$ cat config.mk
export PLATFORM = sky130hd
export DESIGN_NAME = popcount_accum_flat
export DESIGN_NICKNAME = d
export VERILOG_FILES = /design/src/rtl/popcount_accum_if.sv /design/src/rtl/popcount_accum.sv /design/src/flat_wrapper.sv
export SDC_FILE = /design/constraint.sdc
export NUM_CORES = 1
export LEC_CHECK = 0
export CELL_PAD_IN_SITES_DETAIL_PLACEMENT = 0
export CELL_PAD_IN_SITES_GLOBAL_PLACEMENT = 1
export CORE_AREA = 2 2 74 76
export CTS_CLUSTER_DIAMETER = 150
export DETAILED_ROUTE_END_ITERATION = 6
export DIE_AREA = 0 0 76 78
export GPL_TIMING_DRIVEN = 1
export PLACE_DENSITY_LB_ADDON = 0.1
export SLEW_MARGIN = 30
export SYNTH_ARGS = -nofsm -noshare
export SYNTH_HDL_FRONTEND = slang
export SYNTH_SLANG_ARGS = --single-unit
export TNS_END_PERCENT = 30
$ cat constraint.sdc
create_clock -name clk -period 5.3 [get_ports clk]
set_input_delay 1.06 -clock clk [delete_from_list [all_inputs] [get_ports clk]]
set_output_delay 1.06 -clock clk [all_outputs]
set_load 0.01 [all_outputs]
$ cat src/rtl/popcount_accum_if.sv
// ---------------------------------------------------------------------------
// popcount_accum_if
//
// Bundles the streaming input and result/accumulator signals of
// popcount_accum. Clock and reset stay plain ports on the block itself.
//
// Parameters:
//   WIDTH  input word width
//   ACC_W  accumulator width
//
// Signals:
//   in_valid  / in_ready   input handshake
//   in_data   [WIDTH]      word to count
//   thresh    [CW]         threshold, sampled with the accepted word
//   clear                  synchronous accumulator clear
//   out_valid / out_ready  result handshake
//   count     [CW]         ones in the accepted word
//   onehot    [WIDTH+1]    onehot[k] = 1 iff count == k
//   thr_hit                count >= sampled thresh
//   acc       [ACC_W]      running sum of counts
//   acc_ovf                sticky accumulator overflow
//
// Modports:
//   master  data source / result consumer side
//   slave   the popcount_accum block
// ---------------------------------------------------------------------------
interface popcount_accum_if #(
    parameter int WIDTH = 8,
    parameter int ACC_W = 16
);
    localparam int CW = $clog2(WIDTH + 1);

    logic             in_valid;
    logic             in_ready;
    logic [WIDTH-1:0] in_data;
    logic [CW-1:0]    thresh;
    logic             clear;
    logic             out_valid;
    logic             out_ready;
    logic [CW-1:0]    count;
    logic [WIDTH:0]   onehot;
    logic             thr_hit;
    logic [ACC_W-1:0] acc;
    logic             acc_ovf;

    modport master (
        output in_valid, in_data, thresh, clear, out_ready,
        input  in_ready, out_valid, count, onehot, thr_hit, acc, acc_ovf
    );

    modport slave (
        input  in_valid, in_data, thresh, clear, out_ready,
        output in_ready, out_valid, count, onehot, thr_hit, acc, acc_ovf
    );
endinterface

$ cat src/rtl/popcount_accum.sv
// ---------------------------------------------------------------------------
// popcount_accum
//
// Streaming ones-counter. Each accepted WIDTH-bit word produces, one cycle
// later, its binary ones-count, a one-hot encoding of that count and a
// threshold flag. A running accumulator sums the counts of all accepted
// words, either clamping at its maximum or wrapping, with a sticky
// overflow flag.
//
// Parameters:
//   WIDTH     input word width (>= 1)
//   ACC_W     accumulator width (>= $clog2(WIDTH+1))
//   SATURATE  1 = accumulator clamps at max, 0 = accumulator wraps
//
// Ports:
//   clk    system clock, everything on the rising edge
//   rst_n  synchronous reset, ACTIVE HIGH despite the name
//   bus    popcount_accum_if.slave (handshakes, data, accumulator)
//
// Handshake:
//   in_ready  = !reset && (!out_valid || out_ready)   (combinational)
//   accept    = in_valid && in_ready
//   transfer  = out_valid && out_ready
// The output register is a two-state machine: EMPTY (out_valid=0) and
// FULL (out_valid=1). A word accepted while FULL is only possible when the
// held result is leaving on the same edge, so full throughput is kept
// while out_ready stays high.
// ---------------------------------------------------------------------------
module popcount_accum #(
    parameter int WIDTH    = 8,
    parameter int ACC_W    = 16,
    parameter bit SATURATE = 1'b1
) (
    input  logic               clk,
    input  logic               rst_n,
    popcount_accum_if.slave    bus
);
    localparam int CW = $clog2(WIDTH + 1);

    // Output register state.
    localparam logic [0:0] ST_EMPTY = 1'b0;
    localparam logic [0:0] ST_FULL  = 1'b1;

    logic [0:0]       state_q, state_d;
    logic [CW-1:0]    count_q, count_d;
    logic [WIDTH:0]   onehot_q, onehot_d;
    logic             thr_q, thr_d;
    logic [ACC_W-1:0] acc_q, acc_d;
    logic             ovf_q, ovf_d;

    logic             in_ready;
    logic             accept;
    logic             transfer;
    logic [ACC_W-1:0] acc_base;
    logic [ACC_W:0]   sum;

    // Ones-count of one word. A plain ripple of 1-bit adds; synthesis
    // rebalances it into a tree.
    function automatic logic [CW-1:0] popcount(input logic [WIDTH-1:0] w);
        logic [CW-1:0] n;
        n = '0;
        for (int i = 0; i < WIDTH; i++) begin
            n = n + CW'(w[i]);
        end
        return n;
    endfunction

    // -----------------------------------------------------------------------
    // Handshake
    // -----------------------------------------------------------------------
    // rst_n is active high: the block refuses input for as long as it is 1.
    assign in_ready = !rst_n && ((state_q == ST_EMPTY) || bus.out_ready);
    assign accept   = bus.in_valid && in_ready;
    assign transfer = (state_q == ST_FULL) && bus.out_ready;

    // -----------------------------------------------------------------------
    // Result datapath: loads only on accept, otherwise holds (this gives
    // both the stall behaviour and "last value held" after a drain).
    // -----------------------------------------------------------------------
    always_comb begin
        // NOTE: every signal assigned in always_comb gets a default first;
        // a path that leaves one unassigned would infer a latch.
        count_d  = count_q;
        onehot_d = onehot_q;
        thr_d    = thr_q;
        if (accept) begin
            count_d = popcount(bus.in_data);
            for (int k = 0; k <= WIDTH; k++) begin
                onehot_d[k] = (count_d == CW'(k));
            end
            // Unsigned compare; thresh == 0 always hits.
            thr_d = (count_d >= bus.thresh);
        end
    end

    // -----------------------------------------------------------------------
    // Output register FSM
    // -----------------------------------------------------------------------
    always_comb begin
        state_d = state_q;
        case (state_q)
            ST_EMPTY: if (accept) state_d = ST_FULL;
            // An accept while FULL implies out_ready, i.e. the held result
            // leaves as the new one arrives: stay FULL.
            ST_FULL:  if (transfer && !accept) state_d = ST_EMPTY;
            default:  state_d = ST_EMPTY;
        endcase
    end

    // -----------------------------------------------------------------------
    // Accumulator: clear is applied first, then the accepted count added.
    // The sum is one bit wider so the carry-out is the overflow indication;
    // it can only be set on an accept since acc_base never exceeds max.
    // -----------------------------------------------------------------------
    always_comb begin
        acc_base = bus.clear ? '0 : acc_q;
        sum      = {1'b0, acc_base} + (accept ? (ACC_W + 1)'(count_d) : '0);
        if (sum[ACC_W]) begin
            acc_d = SATURATE ? {ACC_W{1'b1}} : sum[ACC_W-1:0];
        end else begin
            acc_d = sum[ACC_W-1:0];
        end
        // Sticky until clear/reset; a clear+accept that overflows again
        // still sets it.
        ovf_d = (bus.clear ? 1'b0 : ovf_q) | sum[ACC_W];
    end

    // -----------------------------------------------------------------------
    // State registers
    // -----------------------------------------------------------------------
    // NOTE: sequential state uses non-blocking assignments so every register
    // samples the pre-edge values, independent of statement order.
    // NOTE: the result registers are reset too, not just out_valid, because
    // the outputs must read as all zeros (onehot included) after reset.
    always_ff @(posedge clk) begin
        if (rst_n) begin
            state_q  <= ST_EMPTY;
            count_q  <= '0;
            onehot_q <= '0;
            thr_q    <= 1'b0;
            acc_q    <= '0;
            ovf_q    <= 1'b0;
        end else begin
            state_q  <= state_d;
            count_q  <= count_d;
            onehot_q <= onehot_d;
            thr_q    <= thr_d;
            acc_q    <= acc_d;
            ovf_q    <= ovf_d;
        end
    end

    // -----------------------------------------------------------------------
    // Outputs
    // -----------------------------------------------------------------------
    assign bus.in_ready  = in_ready;
    assign bus.out_valid = (state_q == ST_FULL);
    assign bus.count     = count_q;
    assign bus.onehot    = onehot_q;
    assign bus.thr_hit   = thr_q;
    assign bus.acc       = acc_q;
    assign bus.acc_ovf   = ovf_q;

endmodule
$ cat src/flat_wrapper.sv
// flat-port wrapper written by rule: the top's interface ports become plain ports
module popcount_accum_flat 
#(
    parameter int WIDTH    = 8,
    parameter int ACC_W    = 16,
    parameter bit SATURATE = 1'b1
)
  (clk, rst_n, bus_in_valid, bus_in_data, bus_thresh, bus_clear, bus_out_ready, bus_in_ready, bus_out_valid, bus_count, bus_onehot, bus_thr_hit, bus_acc, bus_acc_ovf);
  popcount_accum_if #(.WIDTH(WIDTH), .ACC_W(ACC_W)) bus_i ();
  input  logic clk;
  input  logic rst_n;
  input wire logic [$bits(bus_i.in_valid)-1:0] bus_in_valid;
  input wire logic [$bits(bus_i.in_data)-1:0] bus_in_data;
  input wire logic [$bits(bus_i.thresh)-1:0] bus_thresh;
  input wire logic [$bits(bus_i.clear)-1:0] bus_clear;
  input wire logic [$bits(bus_i.out_ready)-1:0] bus_out_ready;
  output wire logic [$bits(bus_i.in_ready)-1:0] bus_in_ready;
  output wire logic [$bits(bus_i.out_valid)-1:0] bus_out_valid;
  output wire logic [$bits(bus_i.count)-1:0] bus_count;
  output wire logic [$bits(bus_i.onehot)-1:0] bus_onehot;
  output wire logic [$bits(bus_i.thr_hit)-1:0] bus_thr_hit;
  output wire logic [$bits(bus_i.acc)-1:0] bus_acc;
  output wire logic [$bits(bus_i.acc_ovf)-1:0] bus_acc_ovf;
  assign bus_i.in_valid = bus_in_valid;
  assign bus_i.in_data = bus_in_data;
  assign bus_i.thresh = bus_thresh;
  assign bus_i.clear = bus_clear;
  assign bus_i.out_ready = bus_out_ready;
  assign bus_in_ready = bus_i.in_ready;
  assign bus_out_valid = bus_i.out_valid;
  assign bus_count = bus_i.count;
  assign bus_onehot = bus_i.onehot;
  assign bus_thr_hit = bus_i.thr_hit;
  assign bus_acc = bus_i.acc;
  assign bus_acc_ovf = bus_i.acc_ovf;
  popcount_accum #(.WIDTH(WIDTH), .ACC_W(ACC_W), .SATURATE(SATURATE)) u_core (.clk(clk), .rst_n(rst_n), .bus(bus_i));
endmodule
==> metrics.txt, run 1 <==
final hold viol count 0; hold path start u_core.bus.acc_ovf$_SDFF_PP0_; asr flop ratio synth 0%; via count 1523; period utilization 93.1%; Synth warnings 0; Leakage 1.01 nW; Setup Skew 0.00492 ns; DR vias/cell 4.64; critical path required time 5.45 ns; Pwr per Cell Area 263 nW/um^2; GPL Wtd Cong 0.746; utilization after layout 49.2%; number of diodes 0; FP Rows 26; grt ovf 0; initial antenna violation count 0; clock sinks 32; Main synth FF type dfxtp_1; TritonRoute pass-1 iters 4; Clock Latency Late Sink 0.28 ns; post-synth top area share 36.4%; WHS Path Cells 2; total power 0.652 mW; GRT Total Usage 15.1%; slew margin rel. 75.8%; part of the power in combinational logic 25.4%; status completed; DRC marker count from the first detailed-route iteration 58; Worst path slowest cell fa_1; Net Sw Power 0.180 mW; Nets 290; final-report max-slew violation count 0; post-DP HPWL 3160 um; crit-path cells clkdlybuf4s50_1 -> ha_1 -> inv_1 -> fa_1 -> fa_1 -> fa_1 -> fa_1 -> nor2_1 -> fa_1 -> a211oi_1 -> nor2_2 -> nand3_1 -> or2_1 -> buf_12 -> a21oi_1; Critical R2R Capture u_core.bus.acc[11]$_SDFF_PP0_; Synthesized Nets 232; Worst path top cell family by delay adder cells; fillers 529; Hold Crit Class register to register; Detailed Route WL 4160 um; CTS max path bufs 2; CTS tree built; IO Count 50; Hold Path Sink u_core.bus.acc_ovf$_SDFF_PP0_; register area 641 sq um; Worst R2R Start u_core.bus.out_valid$_SDFF_PP0_; Worst path max stage delay 0.52 ns; post-synthesis cell type count 36; # Max-Cap Violations 0; most numerous cell in the Yosys netlist dfxtp_1; Synth Instances 199; Worst EP arrival 5.09 ns; Final ANT Viol Nets 0; global-route wire length before repair 7260 um; htree depth 2; worst slew pin tran 0.361 ns; Critical Path End Type register; RSZ-0062 raised after global routing no; critical path startpoint category input port; R2R cell count 11; multi-input combinational cell area 990 sq um; vias in the first global route 1552; Seq/Total Area, Yosys 36.4%; Post-CTS Hold Fix Bufs 0; Clock Tree Root clkbuf_8; Synth top cells by count dfxtp_1 (32), nor2_1 (26), inv_1 (21), a21oi_1 (13), ha_1 (11); R2R Setup Slk 2.76 ns; Setup Viol. Count Final 0; EDFF count, synth 0; Final min period 4.94 ns; largest net degree at the start of global routing 26; Mean Syn Cell Area 8.85 sq um; IO Port Bufs 49; layout cell share with drive strength beyond 1 11.6%; mapped cell area 1760 sq um; routed length per placed instance 12.7 um; CTS Buf Count 5; highest clock rate 203 MHz; CP Class input port to register; Sw Ratio 27.5%; cell area after layout 2480 sq um; Internal Pwr Total 0.473 mW; Die Ht 78 um; clock power share 35.3%; Placed Area 2370 sq um; die width 76 um; post-synthesis register bit count 32; IR drop worst, VDD 0.000185 V; Core Region 5040 sq um; WP buf/inv 3; crit path max fanout 13; P&R area growth vs syn 41.0%; CP dominant cell by count fa_1; top cells by area, synth dfxtp_1 (36%), ha_1 (7.8%), fa_1 (5.7%); post-synth top area cell dfxtp_1; Starting Density 34.9%; DRC viols 0; clock slew seen by the registers of the worst setup and hold paths 0.07 ns; Die ar. 5930 sq um; Flop pwr share 39.3%
[worst max-delay path by stage]
| stage | startpoint | to | slack (ns) | cells past startpoint |
|---|---|---|---|---|
| 5_1_grt | bus_in_data[0] | u_core.bus.acc_ovf$_SDFF_PP0_ | 0.05 | 16 |
| 3_5_place_dp | bus_in_data[0] | u_core.bus.acc_ovf$_SDFF_PP0_ | -0.04 | 16 |
| 3_3_place_gp | bus_in_data[0] | u_core.bus.acc_ovf$_SDFF_PP0_ | 0.04 | 16 |
| 6_report | bus_in_data[0] | u_core.bus.acc[11]$_SDFF_PP0_ | 0.36 | 15 |
| 4_1_cts | bus_in_data[0] | u_core.bus.acc[11]$_SDFF_PP0_ | 0.25 | 16 |
| 2_1_floorplan | bus_in_data[0] | u_core.bus.acc[5]$_SDFF_PP0_ | 0.56 | 16 |
[routing by layer]
layer / wire (um) / global-route usage, %
met2: 2110 / 27.9
met4: 46 / 4.91
met5: 0 / 0
met3: 150 / 3.26
met1: 1850 / 17.4
[cell usage in the layout, fill, tap and decap left out, types with 2 or more instances in the layout]
| master | n |
|---|---|
| o21ai_0 | 2 |
| ha_1 | 11 |
| and3_1 | 5 |
| clkbuf_8 | 5 |
| a21oi_2 | 9 |
| fa_1 | 5 |
| nand2_1 | 7 |
| a21oi_1 | 13 |
| nor2_1 | 25 |
| nor2b_1 | 7 |
| buf_4 | 9 |
| dfxtp_1 | 32 |
| xnor2_1 | 6 |
| a21o_1 | 3 |
| inv_1 | 21 |
| clkdlybuf4s50_1 | 49 |
| a22oi_1 | 9 |
| nor3_1 | 2 |
| nand3_1 | 7 |
| xor2_1 | 7 |
| nand2b_1 | 3 |
| o21a_1 | 2 |
[stage by stage]
stage               worst slack (ns)  std cells  hold slack [ns]  TNS, ns
global placement              0.0403        320            0.458        0
floorplan                      0.564        199            0.489        0
CTS                            0.255        328            0.474        0
global route                  0.0482        328            0.509        0
finish                         0.364        328            0.472        0
detailed placement           -0.0356        320            0.462   -0.219
[tightest hold or removal path, stage by stage (launching register included)]
cell      delay [ns]
dfxtp_1         0.31
nand2b_1        0.06
a21oi_1         0.05
[kinds of logic after synthesis]
family                   synth area share (%)
AND/OR/NAND/NOR                          18.2
XOR/XNOR                                 6.47
adder cells (fa/ha/maj)                  13.5
AO/OA/AOI/OAI                            17.3
buffers and inverters                    7.53
multiplexers                            0.640
flip-flops                               36.4
[power by group through the flow]
| stage | Clock (mW) | Sequential, mW | Combinational (mW) |
|---|---|---|---|
| global route | 0.246 | 0.258 | 0.190 |
| CTS | 0.237 | 0.257 | 0.169 |
| global placement | 0 | 0.262 | 0.167 |
| finish | 0.231 | 0.256 | 0.165 |
| detailed placement | 0 | 0.262 | 0.168 |
| floorplan | 0 | 0.266 | 0.0932 |
[registers in the layout (all words and copies together) (netlist names)]
| name | cells |
|---|---|
| u_core.bus.acc_ovf | 1 |
| u_core.bus.count | 4 |
| u_core.bus.thr_hit | 1 |
| u_core.bus.onehot | 9 |
| u_core.bus.out_valid | 1 |
| u_core.bus.acc | 16 |
[timing repair]
action,CTS,global route
setup endpoints to repair,0,3
gates resized for setup,0,1
buffers inserted,0,0
[final cells by class]
type	count	share of cell area, %
Clock buffer	6	2.92
Inverter	21	3.18
Tap cell	70	3.53
Timing Repair Buffer	59	23.3
Multi-Input combinational cell	138	39.9
Sequential cell	32	25.8
Clock inverter	2	1.41
Power figures use the tool's default switching activity.
==> run 2, diff against run 1 <==
CAP_MARGIN = 20   (was unset)
==> results of run 2 <==
No change in the layout: final DEF, timing and power equal those of run 1.
